<file path="config.mk">
export PLATFORM = sky130hd
export DESIGN_NAME = acl2_burst_demux
export DESIGN_NICKNAME = d
export VERILOG_FILES = /design/src/rtl/acl2_pkg.sv /design/src/rtl/acl2_watchdog.sv /design/src/rtl/acl2_burst_demux.sv
export SDC_FILE = /design/constraint.sdc
export NUM_CORES = 1
export LEC_CHECK = 0
export BUFFER_PORTS_ARGS = -buffer_cell sky130_fd_sc_hd__buf_4
export CAP_MARGIN = 40
export CORE_ASPECT_RATIO = 1.1
export CORE_MARGIN = 3
export CORE_UTILIZATION = 40
export DETAILED_ROUTE_END_ITERATION = 6
export GPL_TIMING_DRIVEN = 0
export PLACE_DENSITY = 0.68
export SYNTH_ARGS = -nofsm -noshare
export SYNTH_HDL_FRONTEND = slang
export SYNTH_SLANG_ARGS = --single-unit
</file>
<file path="constraint.sdc">
create_clock -name clk -period 3.7 [get_ports clk]
set_input_delay 0.185 -clock clk [delete_from_list [all_inputs] [get_ports clk]]
set_output_delay 0.185 -clock clk [all_outputs]
set_load 0.02 [all_outputs]
</file>
<file path="src/rtl/acl2_pkg.sv">
// Shared types and constants for the ADXL362 burst demultiplexer.
package acl2_pkg;

  localparam int unsigned NUM_CH   = 6;
  localparam int unsigned LAST_IDX = 5;
  localparam int unsigned IDX_W    = 3;

  typedef logic [IDX_W-1:0] idx_t;

  typedef enum logic {
    IDLE    = 1'b0,
    COLLECT = 1'b1
  } state_e;

endpackage

</file>
<file path="src/rtl/acl2_watchdog.sv">
// Loadable down-counter that flags an idle gap inside a frame.
// load_i restarts the count at CYCLES-1. While run_i stays high, expire_c_o
// fires in the cycle that ends exactly CYCLES idle cycles after the load.
module acl2_watchdog #(
  parameter int unsigned CYCLES = 1024
) (
  input  logic clk,
  input  logic rst,
  input  logic load_i,
  input  logic run_i,
  output logic expire_c_o
);

  localparam int unsigned CW = $clog2(CYCLES + 1);

  logic [CW-1:0] cnt_q;

  // Reload on every accepted byte or start, otherwise count down while collecting
  always_ff @(posedge clk or posedge rst) begin
    if (rst) begin
      cnt_q <= '0;
    end else if (load_i) begin
      cnt_q <= CW'(CYCLES - 1);
    end else if (run_i && (cnt_q != '0)) begin
      cnt_q <= cnt_q - CW'(1);
    end
  end

  assign expire_c_o = run_i && !load_i && (cnt_q == '0);

endmodule

</file>
<file path="src/rtl/acl2_burst_demux.sv">
// Steers the six bytes of an ADXL362 burst read (X/Y/Z, low byte first) into
// six output registers. The outputs update together when the sixth byte
// arrives, so consumers never see a mixed frame.
// Compile-time option: ACL2_DEMUX_TIMEOUT_EN adds an inter-byte idle timeout
// that abandons a stalled partial frame.
module acl2_burst_demux
  import acl2_pkg::*;
#(
  parameter int unsigned WIDTH          = 8,
  parameter int unsigned TIMEOUT_CYCLES = 1024
) (
  input  logic             clk,
  input  logic             rst,
  input  logic             start,
  input  logic [WIDTH-1:0] din,
  input  logic             din_valid,
  output logic [WIDTH-1:0] d0,
  output logic [WIDTH-1:0] d1,
  output logic [WIDTH-1:0] d2,
  output logic [WIDTH-1:0] d3,
  output logic [WIDTH-1:0] d4,
  output logic [WIDTH-1:0] d5,
  output logic [2:0]       sel,
  output logic             busy,
  output logic             frame_valid,
  output logic             abort,
  output logic             stray
);

  state_e           state_q;
  idx_t             sel_q;
  logic             busy_q;
  logic             frame_valid_q;
  logic             abort_q;
  logic             stray_q;
  logic [WIDTH-1:0] stg_q [NUM_CH];
  logic [WIDTH-1:0] out_q [NUM_CH];
  logic             expire_c;

`ifdef ACL2_DEMUX_TIMEOUT_EN
  logic wd_load_c;

  // Restart the idle count on start and on every byte accepted mid-frame
  assign wd_load_c = start || (din_valid && (state_q == COLLECT));

  acl2_watchdog #(
    .CYCLES (TIMEOUT_CYCLES)
  ) u_watchdog (
    .clk        (clk),
    .rst        (rst),
    .load_i     (wd_load_c),
    .run_i      (state_q == COLLECT),
    .expire_c_o (expire_c)
  );
`else
  // Without the timeout a stalled frame waits for start or reset
  assign expire_c = 1'b0;
`endif

  // Frame collection state machine with registered outputs and pulses
  always_ff @(posedge clk or posedge rst) begin
    if (rst) begin
      state_q       <= IDLE;
      sel_q         <= '0;
      busy_q        <= 1'b0;
      frame_valid_q <= 1'b0;
      abort_q       <= 1'b0;
      stray_q       <= 1'b0;
      for (int k = 0; k < NUM_CH; k++) begin
        stg_q[k] <= '0;
        out_q[k] <= '0;
      end
    end else begin
      frame_valid_q <= 1'b0;
      abort_q       <= 1'b0;
      stray_q       <= 1'b0;

      if (start) begin
        // start always wins; a coincident byte belongs to no frame
        stray_q <= din_valid;
        abort_q <= (state_q == COLLECT);
        state_q <= COLLECT;
        busy_q  <= 1'b1;
        sel_q   <= '0;
        for (int k = 0; k < NUM_CH; k++) begin
          stg_q[k] <= '0;
        end
      end else begin
        case (state_q)
          IDLE: begin
            if (din_valid) begin
              stray_q <= 1'b1;
            end
          end
          COLLECT: begin
            if (din_valid) begin
              if (sel_q == idx_t'(LAST_IDX)) begin
                for (int k = 0; k < NUM_CH - 1; k++) begin
                  out_q[k] <= stg_q[k];
                end
                out_q[LAST_IDX] <= din;
                frame_valid_q   <= 1'b1;
                sel_q           <= '0;
                state_q         <= IDLE;
                busy_q          <= 1'b0;
              end else begin
                for (int k = 0; k < NUM_CH - 1; k++) begin
                  if (sel_q == idx_t'(k)) begin
                    stg_q[k] <= din;
                  end
                end
                sel_q <= sel_q + idx_t'(1);
              end
            end else if (expire_c) begin
              abort_q <= 1'b1;
              sel_q   <= '0;
              state_q <= IDLE;
              busy_q  <= 1'b0;
            end
          end
          default: begin
            state_q <= IDLE;
            busy_q  <= 1'b0;
            sel_q   <= '0;
          end
        endcase
      end
    end
  end

  assign d0          = out_q[0];
  assign d1          = out_q[1];
  assign d2          = out_q[2];
  assign d3          = out_q[3];
  assign d4          = out_q[4];
  assign d5          = out_q[5];
  assign sel         = sel_q;
  assign busy        = busy_q;
  assign frame_valid = frame_valid_q;
  assign abort       = abort_q;
  assign stray       = stray_q;

endmodule

</file>
==> flow_summary.ini, run 1 <==
[logic_synthesis]
netlist_area_um2 = 3830
ys_ff_latch = 96
yosys_warnings = 0
synth_flop_cell = dfrtp_1
postSynthCellCount = 280
synth_cell_type_count = 28
async_flop_share_pct = 100
synth_nets = 293
synth_seq_area_share_pct = 62.8
syn_avg_cell_area_um2 = 13.7
synth_edf_count = 0

[placement]
placed_area_um2 = 4490
port_buffers = 65
dp_cells = 460
hpwl_mm = 5.42
routabilityCongestion = 0.719

[critical_path]
criticalPathCategory = register to register
critPathCaptureType = register
timing.rr.start = sel[1]$_DFFE_PP0P_
path_cells = buf_2, nand3b_1, nor3_2, buf_4, mux2_2
start_kind = register
cp_slowest_stage_delay_ns = 0.39
worst-path-buf-inv = 2
worstPathRequired_ns = 3.95
slowest_stage = dfrtp_1
cp.arrival_ns = 2.08
startpoint = sel[1]$_DFFE_PP0P_
path_max_fanout = 10
critPathTopFamily = simple AND/OR/NAND/NOR gates

[floorplan]
die-area_um2 = 10800
initial_utilization_pct = 42.1
pin_count = 67
die_width_um = 99.3
die_h_um = 109
num_rows = 36
core_um2 = 9100

[power_and_ir_drop]
ir_worst_vdd_uv = 220
power_density_nw_per_um2 = 401
power_frac_comb_pct = 7.0
power.net_switching_w = 0.000449
seq_power_share_pct = 57.5
p_sw_share_pct = 23.9
internal_power_w = 0.00143
power_frac_clock_pct = 35.5
p_leak_nw = 2.54

[timing]
finalSetupViolCount = 0
rsz0062_at_grt = no
finalClockSkew_ns = 0.00657
final.period_utilization_pct = 49.5
finalHoldViolations = 0
slew_headroom_pct = 59.2
period_minus_slack_ns = 1.83
worst_slew_pin_slew_ns = 0.604
fmaxAchievable_ghz = 0.545
drv_slew = 0

[routing]
postRouteAntennaNets = 0
dr.pass1.iters = 4
routed_via_density = 4.95
route.detailed.drc = 0
wl_per_cell_um = 16.6
drtIter0Drc = 48
num_vias = 2363
routed_wl_mm = 7.91

[layout]
finalInstanceArea_um2 = 4690
antennaDiodeCount = 0
area_growth_syn_to_layout_pct = 22.5
nNetsFinal = 371
layout-drive-gt1-share_pct = 36.9
instances_no_fill = 477

[flow_run]
drv_cap = 0

[clocking]
cts_tree = done
clk_pin_slew_ns = 0.09
clkLatencyLatePin_ns = 0.36
cts_buffer_depth = 2
htreeDepth = 3
cts_made_buffers = 9
clockRootBuffer = clkbuf_8
postCtsResizedCells = 0
cts_num_sinks = 96

[worst_hold_path]
hp-start = din[2]
hp-class = primary input to register

[global_route]
grt_overflow_total = 0
grt_max_degree = 51
antenna_found_initial = 0
grt_first_pass_wirelength_mm = 12.8
track_usage_pct = 15.5
grt_pass1_vias = 2489

[outcome]
status = finished, final reports clean
[synth_stat cells (2+ instances only)]
library cell	count	area (um2)
dfrtp_1	96	2400
nand2_1	51	191
mux2i_1	40	400
mux2_2	37	417
mux2_1	11	124
buf_4	6	45.0
buf_2	5	25.0
clkbuf_1	5	18.8
inv_1	3	11.3
nor2_1	3	11.3
a21oi_1	2	10.0
and2_1	2	12.5
nor3_2	2	20.0
or3_1	2	12.5
or4_1	2	15.0
[logic make-up after synthesis]
logic type      count (synthesis)  share of synthesized area, %
flops                          96                          62.8
mux                            88                          24.6
simple gates                   69                          8.40
buf+inv                        21                          3.01
compound gates                  4                         0.654
xor+xnor                        1                         0.229
fa+ha+maj                       1                         0.327
[metrics by stage]
step | TNS, ns | utilization (%) | total power (W) | worst slack (ns) | hold slack [ns]
after floorplan | 0 | - | 0.00118 | 1.01 | 0.334
after global placement | -3.67 | 49.0 | 0.00123 | -0.0424 | 0.433
after detailed placement | 0 | 49.3 | 0.00124 | 1.87 | 0.300
after CTS | 0 | 51.5 | 0.00190 | 1.85 | 0.0535
after global routing | 0 | 51.5 | 0.00196 | 1.72 | 0.0569
final | 0 | 51.5 | 0.00188 | 1.87 | 0.0630
[power groups by stage]
stage,logic (W),registers [W],clock network (W)
2_1_floorplan,0.0000738,0.00111,0
3_3_place_gp,0.000127,0.00110,0
3_5_place_dp,0.000133,0.00110,0
4_1_cts,0.000135,0.00108,0.000683
5_1_grt,0.000146,0.00108,0.000725
6_report,0.000132,0.00108,0.000666
[final cells by class]
cell class / instances / area [um2]
tap: 114 / 143
sequential: 96 / 2400
clock inverter: 5 / 57.6
buffer: 18 / 104
inverter: 3 / 13.8
clock buffer: 11 / 131
fill: 836 / 4410
timing repair buffer: 67 / 526
multi-input combinational: 163 / 1310
[state kept, by name, summed over array words and instances, names as in the netlist]
| name | count |
|---|---|
| abort | 1 |
| busy | 1 |
| d0 | 8 |
| d1 | 8 |
| d2 | 8 |
| d3 | 8 |
| d4 | 8 |
| d5 | 8 |
| frame_valid | 1 |
| sel | 3 |
| state_q | 1 |
| stg_q | 40 |
| stray | 1 |
[path summary, 6_finish.rpt]
path                                           end  slack, ns  cells after the start
worst max-delay path             d1[0]$_DFFE_PP0P_       1.87                      5
worst min-delay path             d5[2]$_DFFE_PP0P_       0.06                      2
worst max register to register   d1[0]$_DFFE_PP0P_       1.87                      5
worst min register to register   d0[3]$_DFFE_PP0P_       0.49                      1
max in group asynchronous       sel[0]$_DFFE_PP0P_       2.61                      4
min in group asynchronous        d3[1]$_DFFE_PP0P_       0.44                      3
[routing by layer]
| layer | share of wire (%) | wire (um) | GRT usage, % | vias to the layer above |
|---|---|---|---|---|
| met4 | 1.4 | 112 | 6.15 | 0 |
| met2 | 48 | 3830 | 25.1 | 47 |
| met1 | 46 | 3620 | 20.7 | 1193 |
| li1 | - | - | - | 1115 |
| met5 | 0 | 0 | 0 | - |
| met3 | 4.4 | 350 | 2.77 | 8 |
[placed cells by master, fill, tap and decap left out]
cell type | netlist | routed
a21boi_0 | 1 | 1
a21o_1 | 1 | 1
a21oi_1 | 2 | 2
and2_1 | 2 | 2
and3b_1 | 1 | 1
buf_1 | 1 | 1
buf_16 | 0 | 1
buf_2 | 5 | 5
buf_4 | 6 | 71
buf_6 | 1 | 1
bufinv_16 | 0 | 1
clkbuf_1 | 5 | 7
clkbuf_8 | 0 | 9
clkinv_2 | 0 | 1
clkinvlp_4 | 0 | 3
dfrtp_1 | 96 | 96
dlygate4sd3_1 | 0 | 1
ha_1 | 1 | 1
inv_1 | 3 | 2
inv_4 | 0 | 1
mux2_1 | 11 | 11
mux2_2 | 37 | 37
mux2i_1 | 40 | 40
nand2_1 | 51 | 51
nand2_2 | 1 | 1
nand3_1 | 1 | 1
nand3b_1 | 1 | 1
nand4_2 | 1 | 1
nor2_1 | 3 | 3
nor3_2 | 2 | 2
nor4b_1 | 1 | 1
or3_1 | 2 | 2
or4_1 | 2 | 2
or4b_1 | 1 | 1
xor2_1 | 1 | 1
[timing repair]
| item | in CTS | in global routing |
|---|---|---|
| buffers inserted | 0 | 0 |
| hold endpoints to repair | 46 | 0 |
| hold buffers | 1 | 0 |
No activity file was read; power rests on OpenSTA's default activity.
==> run 2, diff against run 1 <==
--- a/config.mk
+++ b/config.mk
@@ -5,6 +5,7 @@
 export SDC_FILE = /design/constraint.sdc
 export NUM_CORES = 1
 export LEC_CHECK = 0
+export ABC_AREA = 1
 export BUFFER_PORTS_ARGS = -buffer_cell sky130_fd_sc_hd__buf_4
 export CAP_MARGIN = 40
 export CORE_ASPECT_RATIO = 1.1
==> constraint.sdc (replaced) <==
create_clock -name clk -period 1.8 [get_ports clk]
set_input_delay 0.09 -clock clk [delete_from_list [all_inputs] [get_ports clk]]
set_output_delay 0.09 -clock clk [all_outputs]
set_load 0.02 [all_outputs]
==> run 2 against run 1 <==
Compared with the run above:
- non-clock buffer count rose by 18
- global-route usage rose by 2.7 points
- wire length rose by 20%
- power rose by 120%
- sequential cell count did not move
- final area rose by 6.2%
- synthesized cell count rose by 59%
- hold slack improved by 0.018 ns
- register-to-register slack got worse by 1.6 ns
- via count rose by 39%
- sequential share of layout area fell by 3.0 points
- worst setup slack got worse by 1.6 ns
- critical endpoint is now stg_q[20]$_DFFE_PP0P_
- highest routed layer unchanged
==> flow_summary.ini, run 2 <==
[outcome]
status = finished, final reports clean

[logic_synthesis]
synth_cell_type_count = 18
syn_avg_cell_area_um2 = 8.96
yosysMostFrequentCell = nand2_1
ys_ff_latch = 96
synth_nets = 458
yosysTopAreaCell = dfrtp_1
synth_seq_area_share_pct = 60.3
synth_top_area_share_pct = 60.3
netlist_area_um2 = 3990
postSynthCellCount = 445
async_flop_share_pct = 100
synth_edf_count = 0
ys_top_cells_by_area = dfrtp_1, nand3_1, nand2_1, buf_4, inv_1
yosys_warnings = 0
synth_common_cells = nand2_1, nand3_1, dfrtp_1
synth_flop_cell = dfrtp_1

[placement]
port_buffers = 66
hpwl_mm = 6.68
dp_cells = 630
placed_area_um2 = 4670
routabilityCongestion = 0.835

[global_route]
grt_pass1_vias = 3233
grt_max_degree = 40
antenna_found_initial = 0
track_usage_pct = 18.2
grt_first_pass_wirelength_mm = 16.1
grt_overflow_total = 0

[layout]
layout-drive-gt1-share_pct = 21.9
antennaDiodeCount = 0
finalInstanceArea_um2 = 4980
regMostFlops = stg_q
nNetsFinal = 547
layout_common_cells = nand2_1, nand3_1, dfrtp_1
final_common_cell = nand2_1
fin_util_pct = 52.2
instances_no_fill = 656
fillers = 893
largest_reg_flops = 40
area_growth_syn_to_layout_pct = 24.9

[clocking]
htreeDepth = 3
clockRootBuffer = clkbuf_8
postCtsResizedCells = 0
cts_tree = done
clkLatencyLatePin_ns = 0.37
cts_made_buffers = 9
cts_buffer_depth = 2
clk_pin_slew_ns = 0.09
cts_num_sinks = 96

[critical_path]
criticalPathCategory = register to register
cp.arrival_ns = 1.79
critPathCaptureType = register
cp_slowest_stage_delay_ns = 0.47
worstPathRequired_ns = 2.06
reg2reg_depth = 8
r2r-end = stg_q[20]$_DFFE_PP0P_
start_kind = register
slowest_stage = dfrtp_1
timing.rr.start = sel[0]$_DFFE_PP0P_
path_max_fanout = 9
rrSetupSlack_ns = 0.27
path_cells = nand2_1, inv_1, ha_1, inv_1, nor2_2, nand2_2, nand3_1, nand2_1

[routing]
drtIter0Drc = 179
postRouteAntennaNets = 0
route.detailed.drc = 0
num_vias = 3281
dr.pass1.iters = 4
routed_wl_mm = 9.46
routed_via_density = 5.00
wl_per_cell_um = 14.4

[worst_hold_path]
hp-start = start
hp-class = primary input to register
min_path_cells = 4
worstHoldEndpoint = stg_q[27]$_DFFE_PP0P_

[timing]
finalHoldViolations = 0
rsz0062_at_grt = no
fmaxAchievable_ghz = 0.653
worst_slew_pin_slew_ns = 0.647
finalSetupViolCount = 0
fin_tns_setup_ns = 0
fin_hold_ws_ns = 0.0815
finalClockSkew_ns = 0.00696
final.period_utilization_pct = 85.0
drv_slew = 0
slew_headroom_pct = 56.8
period_minus_slack_ns = 1.53

[floorplan]
die_width_um = 101
pin_count = 67
die_h_um = 111
die-area_um2 = 11200
num_rows = 37
initial_utilization_pct = 41.8
core_um2 = 9540

[power_and_ir_drop]
ir_worst_vdd_uv = 451
p_leak_nw = 2.82
power_density_nw_per_um2 = 813

[flow_run]
drv_cap = 0
-- run 2: cell types whose count changed in the layout (fill, tap and decap cells not counted), moves of 9 or more --
cell	change
dlygate4sd3_1	+9
nand2_1	+95
inv_1	+13
mux2_1	-11
mux2_2	-37
nand3_1	+129
mux2i_1	-40
-- run 2: report_power, final --
part	total (W)	switching, W	internal [W]
clock	0.00147	0.000746	0.000722
sequential	0.00223	0.0000302	0.00220
combinational	0.000348	0.000237	0.000111
-- run 2: stage by stage --
stage	worst slack, ns	power [W]
floorplan	0.354	0.00247
global placement	-0.0110	0.00259
detailed placement	0.267	0.00261
CTS	0.264	0.00409
global route	0.102	0.00421
finish	0.270	0.00404
-- run 2: per-layer routing --
metal  routed length [um]  vias to the layer above  part of all wire (%)  global-route usage, %
li1                     -                     1618                     -                      -
met4                  208                        0                   2.2                   6.65
met2                 4410                       73                    47                   26.6
met3                  531                       16                   5.6                   4.47
met5                    0                        -                     0                      0
met1                 4310                     1574                    46                   26.2
-- run 2: area by class of cell --
type                       count  area (um2)  share of cell area [%]
timing repair buffer          78         636                    12.8
clock inverter                 4        51.3                    1.03
multi-input combinational    304        1360                    27.4
inverter                      20        78.8                    1.58
clock buffer                  12         155                    3.12
tap                          117         146                    2.94
buffer                        25         145                    2.92
sequential                    96        2400                    48.3
-- run 2: worst max-delay path, delay by kind of cell (launching register included) --
family | cells | cell delay, ns
buffers and inverters | 2 | 0.10
flip-flops | 1 | 0.47
adder cells (fa/ha/maj) | 1 | 0.13
AND/OR/NAND/NOR | 5 | 0.74
-- run 2: worst max path at each step --
| stage | cells past startpoint | start | slack [ns] | to |
|---|---|---|---|---|
| global placement | 2 | rst | -0.01 | d4[0]$_DFFE_PP0P_ |
| global route | 8 | sel[0]$_DFFE_PP0P_ | 0.10 | stg_q[20]$_DFFE_PP0P_ |
| detailed placement | 8 | sel[0]$_DFFE_PP0P_ | 0.27 | stg_q[20]$_DFFE_PP0P_ |
| floorplan | 8 | sel[0]$_DFFE_PP0P_ | 0.35 | stg_q[23]$_DFFE_PP0P_ |
| CTS | 8 | sel[0]$_DFFE_PP0P_ | 0.26 | stg_q[20]$_DFFE_PP0P_ |
| finish | 8 | sel[0]$_DFFE_PP0P_ | 0.27 | stg_q[20]$_DFFE_PP0P_ |
-- run 2: logic make-up after synthesis --
kind of cell | share of synthesized area [%]
adder cells (fa/ha/maj) | 0.314
buffers and inverters | 5.53
AND/OR/NAND/NOR | 33.2
AO/OA/AOI/OAI | 0.628
flip-flops | 60.3
-- run 2: timing repair --
item / in CTS / in global routing
buffers inserted: 0 / 0
hold buffers: 10 / 0
endpoints found under the hold margin: 35 / 0
endpoints found under the setup margin: 0 / 0
